===== config.mk =====
export PLATFORM = sky130hd
export DESIGN_NAME = tron_move_engine_flat
export DESIGN_NICKNAME = d
export VERILOG_FILES = /design/src/rtl/tron_move_engine_if.sv /design/src/rtl/tron_move_engine.sv /design/src/flat_wrapper.sv
export SDC_FILE = /design/constraint.sdc
export NUM_CORES = 1
export LEC_CHECK = 0
export CORE_MARGIN = 2
export CORE_UTILIZATION = 35
export CTS_BUF_LIST = sky130_fd_sc_hd__clkbuf_16
export DETAILED_ROUTE_END_ITERATION = 10
export PLACE_DENSITY = 0.52
export SLEW_MARGIN = 20
export SYNTH_ARGS = -nofsm -noshare
export SYNTH_HDL_FRONTEND = slang
export SYNTH_SLANG_ARGS = --single-unit

===== constraint.sdc =====
create_clock -name clk -period 8.6 [get_ports clk]
set_input_delay 0.86 -clock clk [delete_from_list [all_inputs] [get_ports clk]]
set_output_delay 0.86 -clock clk [all_outputs]
set_load 0.005 [all_outputs]

===== src/rtl/tron_move_engine_if.sv =====
// Engine-side bus to the occupancy RAM and the vga_adapter plot mux.
// master = move engine, slave = RAM/display side.
interface tron_move_engine_if #(
   parameter int X_W = 8,
   parameter int Y_W = 7
);
   logic           occ_rd;
   logic [X_W-1:0] occ_x;
   logic [Y_W-1:0] occ_y;
   logic           occ_hit;
   logic           plot;
   logic [X_W-1:0] plot_x;
   logic [Y_W-1:0] plot_y;
   logic [2:0]     plot_colour;

   modport master (
      output occ_rd, occ_x, occ_y, plot, plot_x, plot_y, plot_colour,
      input  occ_hit
   );
   modport slave (
      input  occ_rd, occ_x, occ_y, plot, plot_x, plot_y, plot_colour,
      output occ_hit
   );
endinterface


===== src/rtl/tron_move_engine.sv =====
// Tick-driven light-cycle movement engine: steps each live head, checks border/head-on/trail hits, plots survivors.
// Build option TRON_BORDER_WRAP_EN: heads wrap around the grid border instead of crashing.
module tron_move_engine #(
   parameter int NUM_PLAYERS = 2,
   parameter int X_W         = 8,
   parameter int Y_W         = 7,
   parameter int X_MAX       = 159,
   parameter int Y_MAX       = 119,
   parameter int TICK_DIV    = 2000000,
   parameter logic [NUM_PLAYERS*X_W-1:0] START_X   = {8'd159, 8'd0},
   parameter logic [NUM_PLAYERS*Y_W-1:0] START_Y   = {7'd119, 7'd0},
   parameter logic [NUM_PLAYERS*2-1:0]   START_DIR = {2'd2, 2'd0},
   parameter logic [NUM_PLAYERS*3-1:0]   COLOURS   = {3'b010, 3'b101}
) (
   input  logic                       clk,
   input  logic                       reset_n,
   input  logic                       start,
   input  logic [2*NUM_PLAYERS-1:0]   dir_in,
   input  logic [NUM_PLAYERS-1:0]     dir_valid,
   tron_move_engine_if.master         bus,
   output logic [X_W*NUM_PLAYERS-1:0] head_x,
   output logic [Y_W*NUM_PLAYERS-1:0] head_y,
   output logic [NUM_PLAYERS-1:0]     crash,
   output logic                       game_over,
   output logic                       busy
);
   localparam int PW = (NUM_PLAYERS > 1) ? $clog2(NUM_PLAYERS) : 1;
   localparam int CW = $clog2(TICK_DIV);
`ifdef TRON_BORDER_WRAP_EN
   localparam bit WRAP = 1'b1;
`else
   localparam bit WRAP = 1'b0;
`endif

   typedef enum logic [2:0] {IDLE, INIT, WAIT, MOVE, QUERY, CHECK, PLOT, OVER} state_t;
   state_t state;

   logic [PW-1:0] p, p_inc;
   logic [CW-1:0] cnt;
   logic [NUM_PLAYERS-1:0][X_W-1:0] hx, nx_x;
   logic [NUM_PLAYERS-1:0][Y_W-1:0] hy, nx_y;
   logic [NUM_PLAYERS-1:0][1:0]     dir, pend;
   logic [NUM_PLAYERS-1:0]          nx_vld, hit_mask, crash_nx;
   logic [X_W-1:0] mx;
   logic [Y_W-1:0] my;
   logic [1:0]     eff;
   logic           oob, edge_crash, last, done;

   assign head_x = hx;
   assign head_y = hy;
   assign p_inc  = p + 1'b1;
   assign last   = (p == PW'(NUM_PLAYERS - 1));
   // Opposite directions differ only in bit 1, so a reversal request keeps the current heading.
   assign eff    = ((pend[p] ^ dir[p]) == 2'b10) ? dir[p] : pend[p];

   always_comb begin
      mx  = hx[p];
      my  = hy[p];
      oob = 1'b0;
      case (eff)
         2'd0: if (hx[p] == X_W'(X_MAX)) begin oob = 1'b1; mx = '0; end
               else mx = hx[p] + 1'b1;
         2'd1: if (hy[p] == Y_W'(Y_MAX)) begin oob = 1'b1; my = '0; end
               else my = hy[p] + 1'b1;
         2'd2: if (hx[p] == '0) begin oob = 1'b1; mx = X_W'(X_MAX); end
               else mx = hx[p] - 1'b1;
         default: if (hy[p] == '0) begin oob = 1'b1; my = Y_W'(Y_MAX); end
                  else my = hy[p] - 1'b1;
      endcase
   end

   assign edge_crash = oob & ~WRAP;

   // Only players already stepped this tick have nx_vld set, i.e. q < p.
   always_comb begin
      for (int q = 0; q < NUM_PLAYERS; q++)
         hit_mask[q] = nx_vld[q] && (nx_x[q] == mx) && (nx_y[q] == my);
   end

   // done: current player is finished for this tick (skipped, crashed or plotted).
   always_comb begin
      crash_nx = crash;
      done     = 1'b0;
      case (state)
         MOVE: begin
            if (crash[p]) done = 1'b1;
            else if (edge_crash) begin crash_nx[p] = 1'b1; done = 1'b1; end
            else if (|hit_mask) begin
               crash_nx    = crash | hit_mask;
               crash_nx[p] = 1'b1;
               done        = 1'b1;
            end
         end
         CHECK: if (bus.occ_hit) begin crash_nx[p] = 1'b1; done = 1'b1; end
         PLOT:  done = 1'b1;
         default: ;
      endcase
   end

   always_ff @(posedge clk or negedge reset_n) begin
      if (!reset_n) begin
         state           <= IDLE;
         p               <= '0;
         cnt             <= '0;
         crash           <= '0;
         game_over       <= 1'b0;
         busy            <= 1'b0;
         nx_vld          <= '0;
         nx_x            <= '0;
         nx_y            <= '0;
         bus.occ_rd      <= 1'b0;
         bus.occ_x       <= '0;
         bus.occ_y       <= '0;
         bus.plot        <= 1'b0;
         bus.plot_x      <= '0;
         bus.plot_y      <= '0;
         bus.plot_colour <= '0;
         for (int i = 0; i < NUM_PLAYERS; i++) begin
            hx[i]   <= START_X[i*X_W +: X_W];
            hy[i]   <= START_Y[i*Y_W +: Y_W];
            dir[i]  <= START_DIR[i*2 +: 2];
            pend[i] <= START_DIR[i*2 +: 2];
         end
      end else begin
         crash <= crash_nx;
         case (state)
            IDLE, OVER: if (start) begin
               for (int i = 0; i < NUM_PLAYERS; i++) begin
                  hx[i]   <= START_X[i*X_W +: X_W];
                  hy[i]   <= START_Y[i*Y_W +: Y_W];
                  dir[i]  <= START_DIR[i*2 +: 2];
                  pend[i] <= START_DIR[i*2 +: 2];
               end
               crash           <= '0;
               game_over       <= 1'b0;
               busy            <= 1'b1;
               p               <= '0;
               bus.plot        <= 1'b1;
               bus.plot_x      <= START_X[X_W-1:0];
               bus.plot_y      <= START_Y[Y_W-1:0];
               bus.plot_colour <= COLOURS[2:0];
               state           <= INIT;
            end
            INIT: if (last) begin
               bus.plot <= 1'b0;
               busy     <= 1'b0;
               cnt      <= '0;
               state    <= WAIT;
            end else begin
               p               <= p_inc;
               bus.plot_x      <= hx[p_inc];
               bus.plot_y      <= hy[p_inc];
               bus.plot_colour <= COLOURS[3*p_inc +: 3];
            end
            WAIT: if (cnt == CW'(TICK_DIV - 1)) begin
               cnt    <= '0;
               p      <= '0;
               busy   <= 1'b1;
               nx_vld <= '0;
               state  <= MOVE;
            end else cnt <= cnt + 1'b1;
            MOVE: if (!done) begin
               dir[p]     <= eff;
               nx_x[p]    <= mx;
               nx_y[p]    <= my;
               nx_vld[p]  <= 1'b1;
               bus.occ_rd <= 1'b1;
               bus.occ_x  <= mx;
               bus.occ_y  <= my;
               state      <= QUERY;
            end
            QUERY: begin
               bus.occ_rd <= 1'b0;
               state      <= CHECK;
            end
            CHECK: if (!done) begin
               bus.plot        <= 1'b1;
               bus.plot_x      <= nx_x[p];
               bus.plot_y      <= nx_y[p];
               bus.plot_colour <= COLOURS[3*p +: 3];
               hx[p]           <= nx_x[p];
               hy[p]           <= nx_y[p];
               state           <= PLOT;
            end
            PLOT: bus.plot <= 1'b0;
            default: state <= IDLE;
         endcase
         if (done) begin
            if (last) begin
               busy <= 1'b0;
               cnt  <= '0;
               if (|crash_nx) begin
                  game_over <= 1'b1;
                  state     <= OVER;
               end else state <= WAIT;
            end else begin
               p     <= p_inc;
               state <= MOVE;
            end
         end
         // Requests land after the start reload so a same-cycle request is kept.
         for (int i = 0; i < NUM_PLAYERS; i++)
            if (dir_valid[i]) pend[i] <= dir_in[2*i +: 2];
      end
   end
endmodule


===== src/flat_wrapper.sv =====
// flat-port wrapper written by rule: the top's interface ports become plain ports
module tron_move_engine_flat 
#(
   parameter int NUM_PLAYERS = 2,
   parameter int X_W         = 8,
   parameter int Y_W         = 7,
   parameter int X_MAX       = 159,
   parameter int Y_MAX       = 119,
   parameter int TICK_DIV    = 2000000,
   parameter logic [NUM_PLAYERS*X_W-1:0] START_X   = {8'd159, 8'd0},
   parameter logic [NUM_PLAYERS*Y_W-1:0] START_Y   = {7'd119, 7'd0},
   parameter logic [NUM_PLAYERS*2-1:0]   START_DIR = {2'd2, 2'd0},
   parameter logic [NUM_PLAYERS*3-1:0]   COLOURS   = {3'b010, 3'b101}
)
  (clk, reset_n, start, dir_in, dir_valid, head_x, head_y, crash, game_over, busy, bus_occ_rd, bus_occ_x, bus_occ_y, bus_plot, bus_plot_x, bus_plot_y, bus_plot_colour, bus_occ_hit);
  tron_move_engine_if #(.X_W(X_W), .Y_W(Y_W)) bus_i ();
  input  logic clk;
  input  logic reset_n;
  input  logic start;
  input  logic [2*NUM_PLAYERS-1:0] dir_in;
  input  logic [NUM_PLAYERS-1:0] dir_valid;
  output logic [X_W*NUM_PLAYERS-1:0] head_x;
  output logic [Y_W*NUM_PLAYERS-1:0] head_y;
  output logic [NUM_PLAYERS-1:0] crash;
  output logic game_over;
  output logic busy;
  output wire logic [$bits(bus_i.occ_rd)-1:0] bus_occ_rd;
  output wire logic [$bits(bus_i.occ_x)-1:0] bus_occ_x;
  output wire logic [$bits(bus_i.occ_y)-1:0] bus_occ_y;
  output wire logic [$bits(bus_i.plot)-1:0] bus_plot;
  output wire logic [$bits(bus_i.plot_x)-1:0] bus_plot_x;
  output wire logic [$bits(bus_i.plot_y)-1:0] bus_plot_y;
  output wire logic [$bits(bus_i.plot_colour)-1:0] bus_plot_colour;
  input wire logic [$bits(bus_i.occ_hit)-1:0] bus_occ_hit;
  assign bus_occ_rd = bus_i.occ_rd;
  assign bus_occ_x = bus_i.occ_x;
  assign bus_occ_y = bus_i.occ_y;
  assign bus_plot = bus_i.plot;
  assign bus_plot_x = bus_i.plot_x;
  assign bus_plot_y = bus_i.plot_y;
  assign bus_plot_colour = bus_i.plot_colour;
  assign bus_i.occ_hit = bus_occ_hit;
  tron_move_engine #(.NUM_PLAYERS(NUM_PLAYERS), .X_W(X_W), .Y_W(Y_W), .X_MAX(X_MAX), .Y_MAX(Y_MAX), .TICK_DIV(TICK_DIV), .START_X(START_X), .START_Y(START_Y), .START_DIR(START_DIR), .COLOURS(COLOURS)) u_core (.clk(clk), .reset_n(reset_n), .start(start), .dir_in(dir_in), .dir_valid(dir_valid), .bus(bus_i), .head_x(head_x), .head_y(head_y), .crash(crash), .game_over(game_over), .busy(busy));
endmodule

# == Yosys cells after proc, flatten, opt, wreduce, memory -nomap -nowiden ==
# Index checks and enable logic that the tools add are counted.
# classes
n_addsub,6
magnitude_cmp,3
muxes,116
n_eq_ne,26
reduce_logical,34
n_bitwise,6
multipliers,2
n_shift,2
# ops
cell,count
$mux 8,12
$mux 21,4
$mux 7,12
$pmux 21 s2,1
$bwmux 16,2
$mux 16,2
$mux 2,16
$pmux 16 s2,1
$mux 1,29
$bwmux 14,2
$mux 14,2
$pmux 14 s2,1
$mux 3,9
$pmux 8 s3,1
$add 21x1->21 const B,1
$eq 21x21->1 const B,1
$pmux 7 s3,1
$pmux 3 s6,1
$eq 8x8->1,2
$pmux 8 s2,1
$reduce_bool 2->1,8
$eq 7x7->1,2
$pmux 7 s2,1
$eq 3x3->1 const B,4
other kinds (46),79
# word_totals
register_bits,134
elab_cells,221
inputBits,10
output_inout_bits,69

# == Depth between registers and ports, before layout ==
# logic_depth
ltp_word,20
mapped_depth,20
ltp_nobuf,14

# == Least setup slack after synthesis ==
# OpenSTA, ideal clock, no wires.
# synth_path
path_type,flip-flop to flip-flop
from,"register u_core.p, in the netlist u_core.last"
to,register u_core.bus.occ_x[5]
arrival_time_ns,4.343
period_less_slack_ns,4.470
path_buffers,5
setup_time_ns,0.127
t_required_ns,8.473
stages_incl_launch_ff,19
setup_slack_ns,4.130
cell_sequence,dfrtp_1 buf_2 buf_2 buf_4 buf_2 mux2i_1 inv_1 ha_1 inv_1 a211o_1 o32a_1 o211ai_2 o31ai_1 xor2_1 or4_1 o311a_4 nand3_2 buf_6 mux2_1
# synth_between
elab_chain_len,17
elab_cells_between_ends,51
classes_between,add/sub (4); eq/ne (9); mux (26); bitwise (2); reduce/logical (10)
# synth_lines
element,line,text
start: declaration,tron_move_engine.sv:38,"logic [PW-1:0] p, p_inc;"
start signal: assignment,tron_move_engine.sv:150,p <= p_inc;
start signal: assignment,tron_move_engine.sv:197,p <= p_inc;
"parallel branches: the longest is 17 deep, another holds $sub 8x1->8",--,
end signal: assignment,tron_move_engine.sv:168,bus.occ_x <= mx;
end: declaration,tron_move_engine_if.sv:17,"output occ_rd, occ_x, occ_y, plot, plot_x, plot_y, plot_colour,"
# Several ways; the timed one is not identified. The select of a mux whose other input is x is not followed.
# A chain may end at the register's enable or synchronous reset.

# == Worst setup path after layout ==
# layout_path
from,"register u_core.p, in the netlist u_core.last"
to,register u_core.dir[0] in the netlist's numbering
# layout_between
elab_chain_len,17
elab_cells_between_ends,59
classes_between,add/sub (4); order compare (2); eq/ne (10); mux (31); bitwise (1); reduce/logical (11)
# layout_lines
element,line,text
"parallel branches: the longest is 17 deep, another holds $sub 8x1->8",--,
end signal: indexed assignment,tron_move_engine.sv:121,dir[i] <= START_DIR[i*2 +: 2];
end signal: indexed assignment,tron_move_engine.sv:131,dir[i] <= START_DIR[i*2 +: 2];
end: declaration,tron_move_engine.sv:42,"logic [NUM_PLAYERS-1:0][1:0] dir, pend;"
# Several ways; the timed one is not identified. The select of a mux whose other input is x is not followed.

==> run metrics <==
Peak Freq=177 MHz; largest net degree at the start of global routing=71; die area=roughly 26000 um^2; part of the power in registers=0.264; crit path launch=u_core.last; vias in the first global route=7390; Worst-Skew Late Latency=0.43 ns; FF+latch count, synth=133; gpl congestion=around 0.9; share of cells above drive strength 1=0.119; GR Layer Usage met1=0.317; Final Hold Viols=0; Worst Hold Class=in -> async; Rel. slew slack=0.374; Rows=57; TritonCTS clock tree=built; met3 Use GR=0.0452; Post-CTS Resized=0; Die Y-Extent=161 um; CTS Hold Buffers Added=0; Setup Skew=0.0102 ns; Final Util=0.421; CP required=about 8.9 ns; total power per unit cell area=about 440 nW/um^2; RSZ-0062 raised after global routing=false; first-pass GRT wire length=44800 um; internal power=2.34 mW; antenna viol nets, final=0; Cell Area, Synth=8620 um^2; CTS Buf Count=17; total core area=24200 um^2; postcts setup bufs=0; final wirelength=approximately 29000 um; root buffer cell=clkbuf_16; combinational share of power=0.574; hpwl dp=20500 um; grt peak-use layer=met2; area grow syn2layout=18.3%; Area contributors post-synth=dfrtp_1, nand2_1, dfstp_2, mux2_1, mux4_2; period utilization=0.657; clock share of power=0.163; CTS H-tree lvls=4; Setup TNS=0 ns; Finished Layout Cells=1325; Pre-antenna DRT Iters=6; Startpoint Class=flop; Seq/Total Area, Yosys=0.388; Psw=2.18 mW; drt drc=0; Tightest Pin Transition=about 0.93 ns; DP Worst Slack=3.01 ns; Worst-path clk slew=0.06 ns; prevailing post-synth register cell=dfrtp_1; post-DR wirelength/cell=21.7 um; synthesized area per cell=between 9 and 10 um^2; Async SR Flop Fraction=1.00; vias per cell=5.74; Final Cell Area=10200 um^2; syn_nets=956; Cell Area, Placed=9620 um^2; Synth cell types=93; most common cell in the netlist=dfrtp_1; Die Width=161 um; WP data arrival=5.93 ns; DR vias=roughly 7600; commonest cells in the netlist=dfrtp_1, nand2_1, nor2_1; I/O Buffers=78; CP Max Fanout=51; starting density of the core=0.356; grt total ovfl=0; top cell type's share of synthesized area=0.345; post-synthesis instance total=938; Nets=1006; CP Capture Type=flop; fin. max-slew vios=0; Ys Warns=0; Ports=79; sw frac=0.482; dominant cell type by area after synthesis=dfrtp_1; filler cell count=~2400; total power=4.52 mW; maximum clock path buffer count=2; worst setup margin=roughly 3 ns; Clock Sinks=about 130; Hold Slack=0.401 ns; initial antenna violation count=0; drt first-iter violations=553; total track usage=0.226; status=completed; worst reg-to-reg setup slack=2.95 ns; Ant. Diodes=0; setup violators final=0; Setup CP Type=reg -> reg; global routing usage on met2=0.346; min Tclk post-route=5.65 ns; peak supply drop=0.185 mV; Max-Cap Viols=0; Inst Count DP=1293; Post-synth EDFFs=0; Leak=4.32 nW; Crit Reg-Reg Startpoint=u_core.last
[sequential cells by signal, indices dropped and copies added, names as in the netlist]
| register | count |
|---|---|
| u_core.game_over | 1 |
| u_core.crash | 2 |
| u_core.busy | 1 |
| u_core.last | 1 |
| u_core.nx_x | 16 |
| u_core.bus.plot_y | 7 |
| u_core.dir | 4 |
| u_core.bus.occ_y | 7 |
| u_core.head_x | 16 |
| u_core.bus.occ_rd | 1 |
| u_core.head_y | 14 |
| u_core.nx_vld | 2 |
| u_core.bus.occ_x | 8 |
| u_core.bus.plot | 1 |
| u_core.bus.plot_x | 8 |
| u_core.pend | 4 |
| u_core.nx_y | 14 |
| u_core.bus.plot_colour | 2 |
| u_core.state | 3 |
| u_core.cnt | 21 |
[layer usage]
layer,up-vias,part of all wire
li1,3539,-
met1,3773,0.46
met2,255,0.45
met3,44,0.057
met4,0,0.031
met5,-,0
[cell type report]
class / count / area [um^2] / share of cell area
multi-input combinational: 717 / 4880 / 0.479
clock buffer: 17 / 425 / 0.0417
inverter: 29 / 109 / 0.0107
tap: 324 / 405 / 0.0397
sequential: 133 / 3350 / 0.328
timing repair buffer: 90 / 872 / 0.0855
clock inverter: 15 / 156 / 0.0153
[power by group through the flow]
stage	clock network, mW	logic (mW)	registers, mW
5_1_grt	0.778	2.81	1.23
4_1_cts	0.753	2.58	1.19
2_1_floorplan	0	1.83	1.02
6_report	0.736	2.59	1.19
3_5_place_dp	0	2.56	1.20
3_3_place_gp	0	2.56	1.19
[critical path, stage by stage (launching register included)]
cell	delay, ns
dfrtp_4	0.81
buf_4	0.41
mux2i_1	0.44
ha_1	0.22
inv_1	0.06
a211o_1	0.27
o211ai_1	0.43
a2111oi_0	0.15
a211oi_2	0.54
a221oi_1	0.21
and4bb_1	0.29
a21oi_4	0.32
nand3_2	0.57
a21oi_1	0.62
o22ai_1	0.15
[path summary, 6_finish.rpt]
check	cells after the start	endpoint
max reg2reg	14	u_core.dir[0]
min	1	u_core.head_y[0]
max	14	u_core.dir[0]
min in group clk	2	u_core.bus.plot_x[0]
max in group asynchronous	2	u_core.last
min reg2reg	2	u_core.bus.plot_x[0]
[cell families (layout without fill, tap and decap cells)]
| family | after synthesis | in the layout | share of synthesized area |
|---|---|---|---|
| AOI/OAI and AO/OA | 210 | 210 | 0.167 |
| xor gates and xnor gates | 29 | 29 | 0.0294 |
| adders and majority gates | 9 | 9 | 0.0128 |
| buffers and inverters | 88 | 151 | 0.0464 |
| DFF | 133 | 133 | 0.388 |
| muxes | 92 | 92 | 0.136 |
| and+or+nand+nor | 377 | 377 | 0.220 |
[layout by cell type, fill, tap and decap left out, types with 10 or more instances in the layout]
cell,count
nand2_1,118
inv_1,29
dfrtp_1,118
nand3_1,52
and3_1,16
clkdlybuf4s50_1,77
nor2_1,80
mux2_1,31
mux2_2,23
clkbuf_16,17
xor2_1,10
xnor2_1,19
o22ai_1,14
nand4_1,11
a211oi_1,11
nor3_1,22
o21ai_0,42
nor3b_1,14
a21oi_1,54
mux2i_1,23
dfstp_2,14
buf_4,12
mux4_2,15
Power figures use the tool's default switching activity.
